## src/rtl/seg_uart_pkg.sv

```systemverilog
// rtl/seg_uart_pkg.sv - shared types and defaults for the UART command receiver
package seg_uart_pkg;

  // Receiver frame states
  typedef enum logic [1:0] {
    IDLE  = 2'd0,
    START = 2'd1,
    DATA  = 2'd2,
    STOP  = 2'd3
  } rx_state_e;

  // 50 MHz clock, 19200 baud
  localparam int BAUD_DIV_DEF = 2604;

  // Command FIFO entries, power of two
  localparam int DEPTH_DEF = 4;

endpackage

```

## src/rtl/cmd_fifo.sv

```systemverilog
// rtl/cmd_fifo.sv - show-ahead command FIFO with wrap-bit pointers
module cmd_fifo #(
  parameter int DEPTH = 4,
  parameter int W     = 8
) (
  input  logic         clk,
  input  logic         rst,
  input  logic         push,
  input  logic         pop,
  input  logic [W-1:0] din,
  output logic [W-1:0] dout,
  output logic         full,
  output logic         empty
);

  localparam int AW = $clog2(DEPTH);

  logic [W-1:0] mem [DEPTH];
  logic [AW:0]  wptr;
  logic [AW:0]  rptr;
  logic         do_pop;
  logic         do_push;

  // Extra MSB on each pointer separates full from empty when the indices match
  assign empty = (wptr == rptr);
  assign full  = (wptr[AW] != rptr[AW]) && (wptr[AW-1:0] == rptr[AW-1:0]);

  // A pop on an empty FIFO is ignored; a push on a full FIFO is accepted only
  // when a pop frees the head slot in the same cycle
  assign do_pop  = pop && !empty;
  assign do_push = push && (!full || do_pop);

  assign dout = mem[rptr[AW-1:0]];

  // Pointer update; the natural wrap of AW+1 bits gives modulo 2*DEPTH
  always_ff @(posedge clk) begin
    if (rst) begin
      wptr <= '0;
      rptr <= '0;
    end else begin
      if (do_push) wptr <= wptr + 1'b1;
      if (do_pop)  rptr <= rptr + 1'b1;
    end
  end

  // Storage write; contents need no reset since empty masks them
  always_ff @(posedge clk) begin
    if (!rst && do_push) mem[wptr[AW-1:0]] <= din;
  end

endmodule

```

## src/rtl/uart_cmd_rcv.sv

```systemverilog
// rtl/uart_cmd_rcv.sv - 8N1 UART receiver feeding a command FIFO
module uart_cmd_rcv
  import seg_uart_pkg::*;
#(
  parameter int BAUD_DIV = BAUD_DIV_DEF,
  parameter int DEPTH    = DEPTH_DEF
) (
  input  logic       clk,
  input  logic       rst,
  input  logic       RX,
  input  logic       rd,
  output logic       rdy,
  output logic [7:0] rx_data,
  output logic       frm_err,
  output logic       ovrflw
);

  localparam int CW = $clog2(BAUD_DIV);
  // Counter expires at zero, so a load of N-1 spans N clocks
  localparam logic [CW-1:0] FULL_LD = CW'(BAUD_DIV - 1);
  localparam logic [CW-1:0] HALF_LD = CW'(BAUD_DIV / 2 - 1);

  logic            rx_meta;
  logic            rx_s;
  logic [1:0]      sync_fill;
  logic            armed_q;
  logic            armed_d;
  rx_state_e       state_q;
  rx_state_e       state_d;
  logic [CW-1:0]   cnt_q;
  logic [CW-1:0]   cnt_d;
  logic [2:0]      bit_q;
  logic [2:0]      bit_d;
  logic [7:0]      shreg_q;
  logic [7:0]      shreg_d;
  logic            expired;
  logic            push_req;
  logic            ferr_req;
  logic            fifo_full;
  logic            fifo_empty;
  logic [7:0]      fifo_dout;
  logic            frm_err_q;
  logic            ovrflw_q;

  // Two-flop synchroniser preset high; sync_fill marks when rx_s carries a real sample
  always_ff @(posedge clk) begin
    if (rst) begin
      rx_meta   <= 1'b1;
      rx_s      <= 1'b1;
      sync_fill <= 2'b00;
    end else begin
      rx_meta   <= RX;
      rx_s      <= rx_meta;
      sync_fill <= {sync_fill[0], 1'b1};
    end
  end

  assign expired = (cnt_q == '0);

  // Frame sequencing: start detect, mid-bit sampling, stop check
  always_comb begin
    state_d  = state_q;
    cnt_d    = cnt_q;
    bit_d    = bit_q;
    shreg_d  = shreg_q;
    armed_d  = armed_q;
    push_req = 1'b0;
    ferr_req = 1'b0;

    // A start bit is only honoured after the line has been seen idle high,
    // so a line held low across reset or a framing error cannot start a frame
    if (sync_fill[1] && rx_s) armed_d = 1'b1;

    case (state_q)
      IDLE: begin
        if (armed_q && !rx_s) begin
          cnt_d   = HALF_LD;
          state_d = START;
        end
      end
      START: begin
        if (expired) begin
          if (!rx_s) begin
            cnt_d   = FULL_LD;
            bit_d   = 3'd0;
            state_d = DATA;
          end else begin
            state_d = IDLE;
          end
        end else begin
          cnt_d = cnt_q - 1'b1;
        end
      end
      DATA: begin
        if (expired) begin
          shreg_d = {rx_s, shreg_q[7:1]};
          cnt_d   = FULL_LD;
          bit_d   = bit_q + 3'd1;
          if (bit_q == 3'd7) state_d = STOP;
        end else begin
          cnt_d = cnt_q - 1'b1;
        end
      end
      STOP: begin
        if (expired) begin
          if (rx_s) begin
            push_req = 1'b1;
          end else begin
            ferr_req = 1'b1;
            armed_d  = 1'b0;
          end
          state_d = IDLE;
        end else begin
          cnt_d = cnt_q - 1'b1;
        end
      end
      default: state_d = IDLE;
    endcase
  end

  // Receiver state and datapath registers, plus registered status pulses
  always_ff @(posedge clk) begin
    if (rst) begin
      state_q   <= IDLE;
      cnt_q     <= '0;
      bit_q     <= 3'd0;
      shreg_q   <= 8'h00;
      armed_q   <= 1'b0;
      frm_err_q <= 1'b0;
      ovrflw_q  <= 1'b0;
    end else begin
      state_q   <= state_d;
      cnt_q     <= cnt_d;
      bit_q     <= bit_d;
      shreg_q   <= shreg_d;
      armed_q   <= armed_d;
      frm_err_q <= ferr_req;
      // Full implies non-empty, so a simultaneous rd always makes room
      ovrflw_q  <= push_req && fifo_full && !rd;
    end
  end

  cmd_fifo #(
    .DEPTH (DEPTH),
    .W     (8)
  ) u_fifo (
    .clk   (clk),
    .rst   (rst),
    .push  (push_req),
    .pop   (rd),
    .din   (shreg_q),
    .dout  (fifo_dout),
    .full  (fifo_full),
    .empty (fifo_empty)
  );

  assign rdy     = !fifo_empty;
  assign rx_data = fifo_empty ? 8'h00 : fifo_dout;
  assign frm_err = frm_err_q;
  assign ovrflw  = ovrflw_q;

endmodule

```

## config.mk

```make
export PLATFORM = sky130hd
export DESIGN_NAME = uart_cmd_rcv
export DESIGN_NICKNAME = d
export VERILOG_FILES = /design/src/rtl/seg_uart_pkg.sv /design/src/rtl/cmd_fifo.sv /design/src/rtl/uart_cmd_rcv.sv
export SDC_FILE = /design/constraint.sdc
export NUM_CORES = 1
export LEC_CHECK = 0
export CELL_PAD_IN_SITES_DETAIL_PLACEMENT = 1
export CELL_PAD_IN_SITES_GLOBAL_PLACEMENT = 1
export CORE_ASPECT_RATIO = 0.6
export CORE_UTILIZATION = 30
export CTS_BUF_LIST = sky130_fd_sc_hd__clkbuf_8 sky130_fd_sc_hd__clkbuf_16
export DETAILED_ROUTE_END_ITERATION = 7
export PLACE_DENSITY = 0.58
export SYNTH_ARGS = -nofsm -noshare
export SYNTH_HDL_FRONTEND = slang
export SYNTH_SLANG_ARGS = --single-unit
```

## constraint.sdc

```tcl
create_clock -name clk -period 2.3 [get_ports clk]
set_clock_uncertainty 0.1 [all_clocks]
set_input_delay 0.69 -clock clk [delete_from_list [all_inputs] [get_ports clk]]
set_output_delay 0.69 -clock clk [all_outputs]
set_load 0.1 [all_outputs]
```

* After elaboration in Yosys (flattened, before gate mapping)
Memory sizes are Yosys's and may differ from the RTL's. A register that Yosys moved wholly into a read port is not among the register bits. Index checks and enable logic that the tools add are counted.
Word-level totals: register bits 38, RAM bits 32, input bits 4, word-level logic and storage cells 88, memories kept 1
Cells by class: add/sub/neg operators 4, equal/unequal tests 15, mux-type cells 31, bitwise operators 2, reduce and logical (&&, ||, !) cells 22
Memory list:
- u_fifo.mem | words 4, bits a word 8, rd ports 1, clocked after memory_dff 1, write ports 1, line cmd_fifo.sv:18 | logic [W-1:0] mem [DEPTH];
Operators by type and width (number):
- 12-bit 2-to-1 mux | 5
- 12-bit one-hot mux with 4 select lines | 1
- 2-bit 2-to-1 mux | 8
- 2-bit inequality test, second input constant | 7
- 12-bit zero test | 1
- 12-bit by 1-bit subtractor with 12-bit output, second input constant | 1
- 1-bit 2-to-1 mux | 11
- 3-bit by 1-bit adder with 3-bit output, second input constant | 3
- 3-bit 2-to-1 mux | 3
- 1-bit logical AND | 8
- 8-bit 2-to-1 mux | 1
- 2-bit one-hot mux with 4 select lines | 1
- 3-bit one-hot mux with 2 select lines | 1
- 1-bit zero test | 5
- 5-bit AND reduction | 1
- 2-bit equality test, second input constant | 2
- 4-bit AND reduction | 1
- 3-bit equality test | 1
- 3-bit equality test, second input constant | 1
- 3-bit inequality test, second input constant | 1
- 3-bit AND reduction | 1
- 3-bit OR reduction | 1
- 2-bit by 1-bit equality test with 1-bit output, second input constant | 1
- 2-bit equality test | 1
- other kinds (6) | 7

* Longest topological paths before layout
depth after elaboration 8, depth in mapped cells 9, mapped depth without buffers 7

* Hierarchy
From an unflattened synthesis, not the netlist that was laid out.
Unflattened totals: cells, all modules 297, area, all modules 3400.8 um^2
By module, submodules not included:
- cmd_fifo | times used 1, cells an instance 100, area each 1712.9 um^2, seq. area each 1121.1 um^2
- uart_cmd_rcv | times used 1, cells an instance 197, area each 1687.9 um^2, seq. area each 640.6 um^2

* Least setup slack after synthesis
OpenSTA, ideal clock, no wires.
kind register to output, start point register with a tool-made name, end point output port rx_data[0], arrival 2.375 ns, setup slack -0.865 ns, stages on the path, launching flop included 4, cells stage by stage dfxtp_1 > clkbuf_1 > mux4_2 > nor2b_1
RTL lines:
- to (decl) | line uart_cmd_rcv.sv:13 | output logic [7:0] rx_data,

==> flow_summary.ini <==
[run_status]
status = complete, but fails checks
violations = DRC, setup timing

[route]
drt_iter0_drc = 142
remaining_drc_errors = 1
dr.pass1.iters = 8
num_vias = 2482
wl_per_cell_um = 18.0
wl_um = 8880
ant_nets = 0
vias_per_cell = 5.02

[clocking]
cts_root_buf = clkbuf_16
clkSlewWorstSetupHoldPaths_ns = 0.06
cts_inserted_buffers = 9
cts.sinks = 72
cts_buffer_depth = 2
cts_tree = yes
cts_hold_buf = 0
clk_latency_ns = 0.34
cts_max_level = 3

[finish]
seq_area_sq_um = 1770
area_growth_syn_to_layout_pct = 30.8
antennaDiodeCount = 0
fillers = 1154
layout-drive-gt1-share_pct = 28.7
final_nets = 368
multi_input_area_sq_um = 1560

[die]
die_w_um = 139
die_area_sq_um = 11700
rows = 29
core_area_sq_um = 10700
initial_core_util_pct = 31.4
die_y_um = 84.1
io_pins = 15

[placed_design]
gp_congestion = 0.779
dp_hpwl_um = 6630
port_buffers = 14

[sta]
setup_tns_ns = -0.909
fmax_mhz = 411
setup_ws_ns = -0.130
timing.hold.ws_ns = 0.317
hold_viol = 0
slew_headroom_pct = 59.1
setup_viol = 9
min_period_over_period_pct = 106
worstMarginPinSlew_ns = 0.613
slew_viol_final = 0
rsz0062_at_grt = true
fin_crit_ns = 2.43

[hold_path]
worst_hold_path_type = reg2reg

[setup_path]
cp-start-kind = register
critPathCaptureType = output port
cp.arrival_ns = 1.64
path_max_fanout = 8
crit_type = reg2out
required_ns = 1.51

[yosys]
yosysMostFrequentCell = dfxtp_1
ys_warn_count = 0
yosys.area.top_type = edfxtp_1
synthFlopType = dfxtp_1
synth_common_cells = dfxtp_1 (40), edfxtp_1 (32), nor2_1 (24)
synth_cell_types = 56
syn_area_sq_um = 3370
syn_nets = 325
synth_top_area_share_pct = 28.5
synth_edf_count = 32
synthCells = 307
yosysSeqAreaShare_pct = 52.3
ys_ff_latch = 72
synthArstFlopShare_pct = 0
avgSynthCellArea_sq_um = 11.0
synth_area_leaders = edfxtp_1 (29%), dfxtp_1 (24%), mux4_2 (5.3%), ha_1 (5.2%), a21oi_1 (3.4%)

[job]
cap_violations = 0

[power_and_ir_drop]
power.total_uw = 3500
irDropWorstVdd_mv = 0.342
power.density_nw_per_um2 = 795
total_leakage_power_uw = 0.00161

[global_routing]
grt_usage_pct = 16.8
grt_max_degree = 36
overflow = 0
antenna_found_initial = 0
grt_pass1_wl_um = 14500
grt_pass1_vias = 2546
[per-layer routing]
| layer | GRT usage, % | up-vias | wire length, um |
|---|---|---|---|
| met5 | 0 | - | 0 |
| met4 | 5.15 | 0 | 89 |
| met3 | 4.25 | 7 | 337 |
| met2 | 21.5 | 41 | 3420 |
| met1 | 26.5 | 1222 | 5040 |
| li1 | - | 1212 | - |
[critical path: stages, from the launching register on]
cell and delay (ns):
dfxtp_2 0.34, buf_12 0.14, mux4_2 0.51, nor2b_4 0.15, buf_12 0.16
[cells by family after synthesis]
family	Yosys count	synth area share [%]
multiplexers	13	6.84
XOR/XNOR	7	1.82
AND/OR/NAND/NOR	114	18.7
AO/OA/AOI/OAI	57	11.4
adder cells (fa/ha/maj)	14	5.20
buffers and inverters	30	3.75
flip-flops	72	52.3
[final timing paths]
| kind | startpoint | endpoint | slack (ns) | cells after the start |
|---|---|---|---|---|
| setup / recovery | register | rx_data[7] | -0.13 | 4 |
| hold / removal | rx_meta$_SDFF_PP1_ | rx_s$_SDFF_PP1_ | 0.32 | 1 |
| setup reg to reg | cnt_q[3]$_SDFFE_PP0P_ | u_fifo.mem[1][2]$_DFFE_PP_ | 0.12 | 6 |
| hold reg to reg | rx_meta$_SDFF_PP1_ | rx_s$_SDFF_PP1_ | 0.32 | 1 |
[area by class of cell]
class	count	area share (%)
clock inverter	7	1.08
inverter	13	1.19
multi-input combinational	205	35.4
clock buffer	9	5.11
timing repair buffer	49	13.1
sequential	72	40.2
tap	139	3.95
[repair_timing]
item / in CTS / in global routing
pin swaps: 3 / 3
setup buffers: 2 / 1
setup endpoints to repair: 9 / 10
resized for setup: 9 / 2
[stage by stage]
step / std cells / cell area (sq um) / util (%) / worst slack, ns
finish: 494 / 4410 / 41.0 / -0.130
global route: 494 / 4410 / 41.0 / -0.186
CTS: 493 / 4390 / 40.9 / -0.160
detailed placement: 475 / 4080 / 38.0 / -0.246
global placement: 475 / 4080 / 38.0 / -0.245
floorplan: 307 / 3440 / - / 0.0458
[where the power goes]
group	switching (uW)	internal, uW	leakage (uW)
clock	553	729	0.000133
sequential	45.9	1360	0.000624
combinational	514	298	0.000848
total	1110	2390	0.00161
[registers in the layout (all words and copies together) (netlist names), 2 cells and up, named ones only]
register,cells
u_fifo.wptr,3
shreg_q,8
cnt_q,12
sync_fill,2
u_fifo.rptr,3
bit_q,3
u_fifo.mem,32
[cells in the final DEF, fill, tap and decap left out, types with 11 or more instances in the layout]
| master | netlist | final |
|---|---|---|
| a21oi_1 | 23 | 23 |
| buf_12 | 0 | 16 |
| buf_4 | 1 | 29 |
| dfxtp_1 | 40 | 34 |
| edfxtp_1 | 32 | 32 |
| ha_1 | 14 | 14 |
| inv_1 | 12 | 11 |
| nand2_1 | 22 | 22 |
| nand3_1 | 12 | 12 |
| nor2_1 | 24 | 24 |
(Power assumes the default switching activity.)
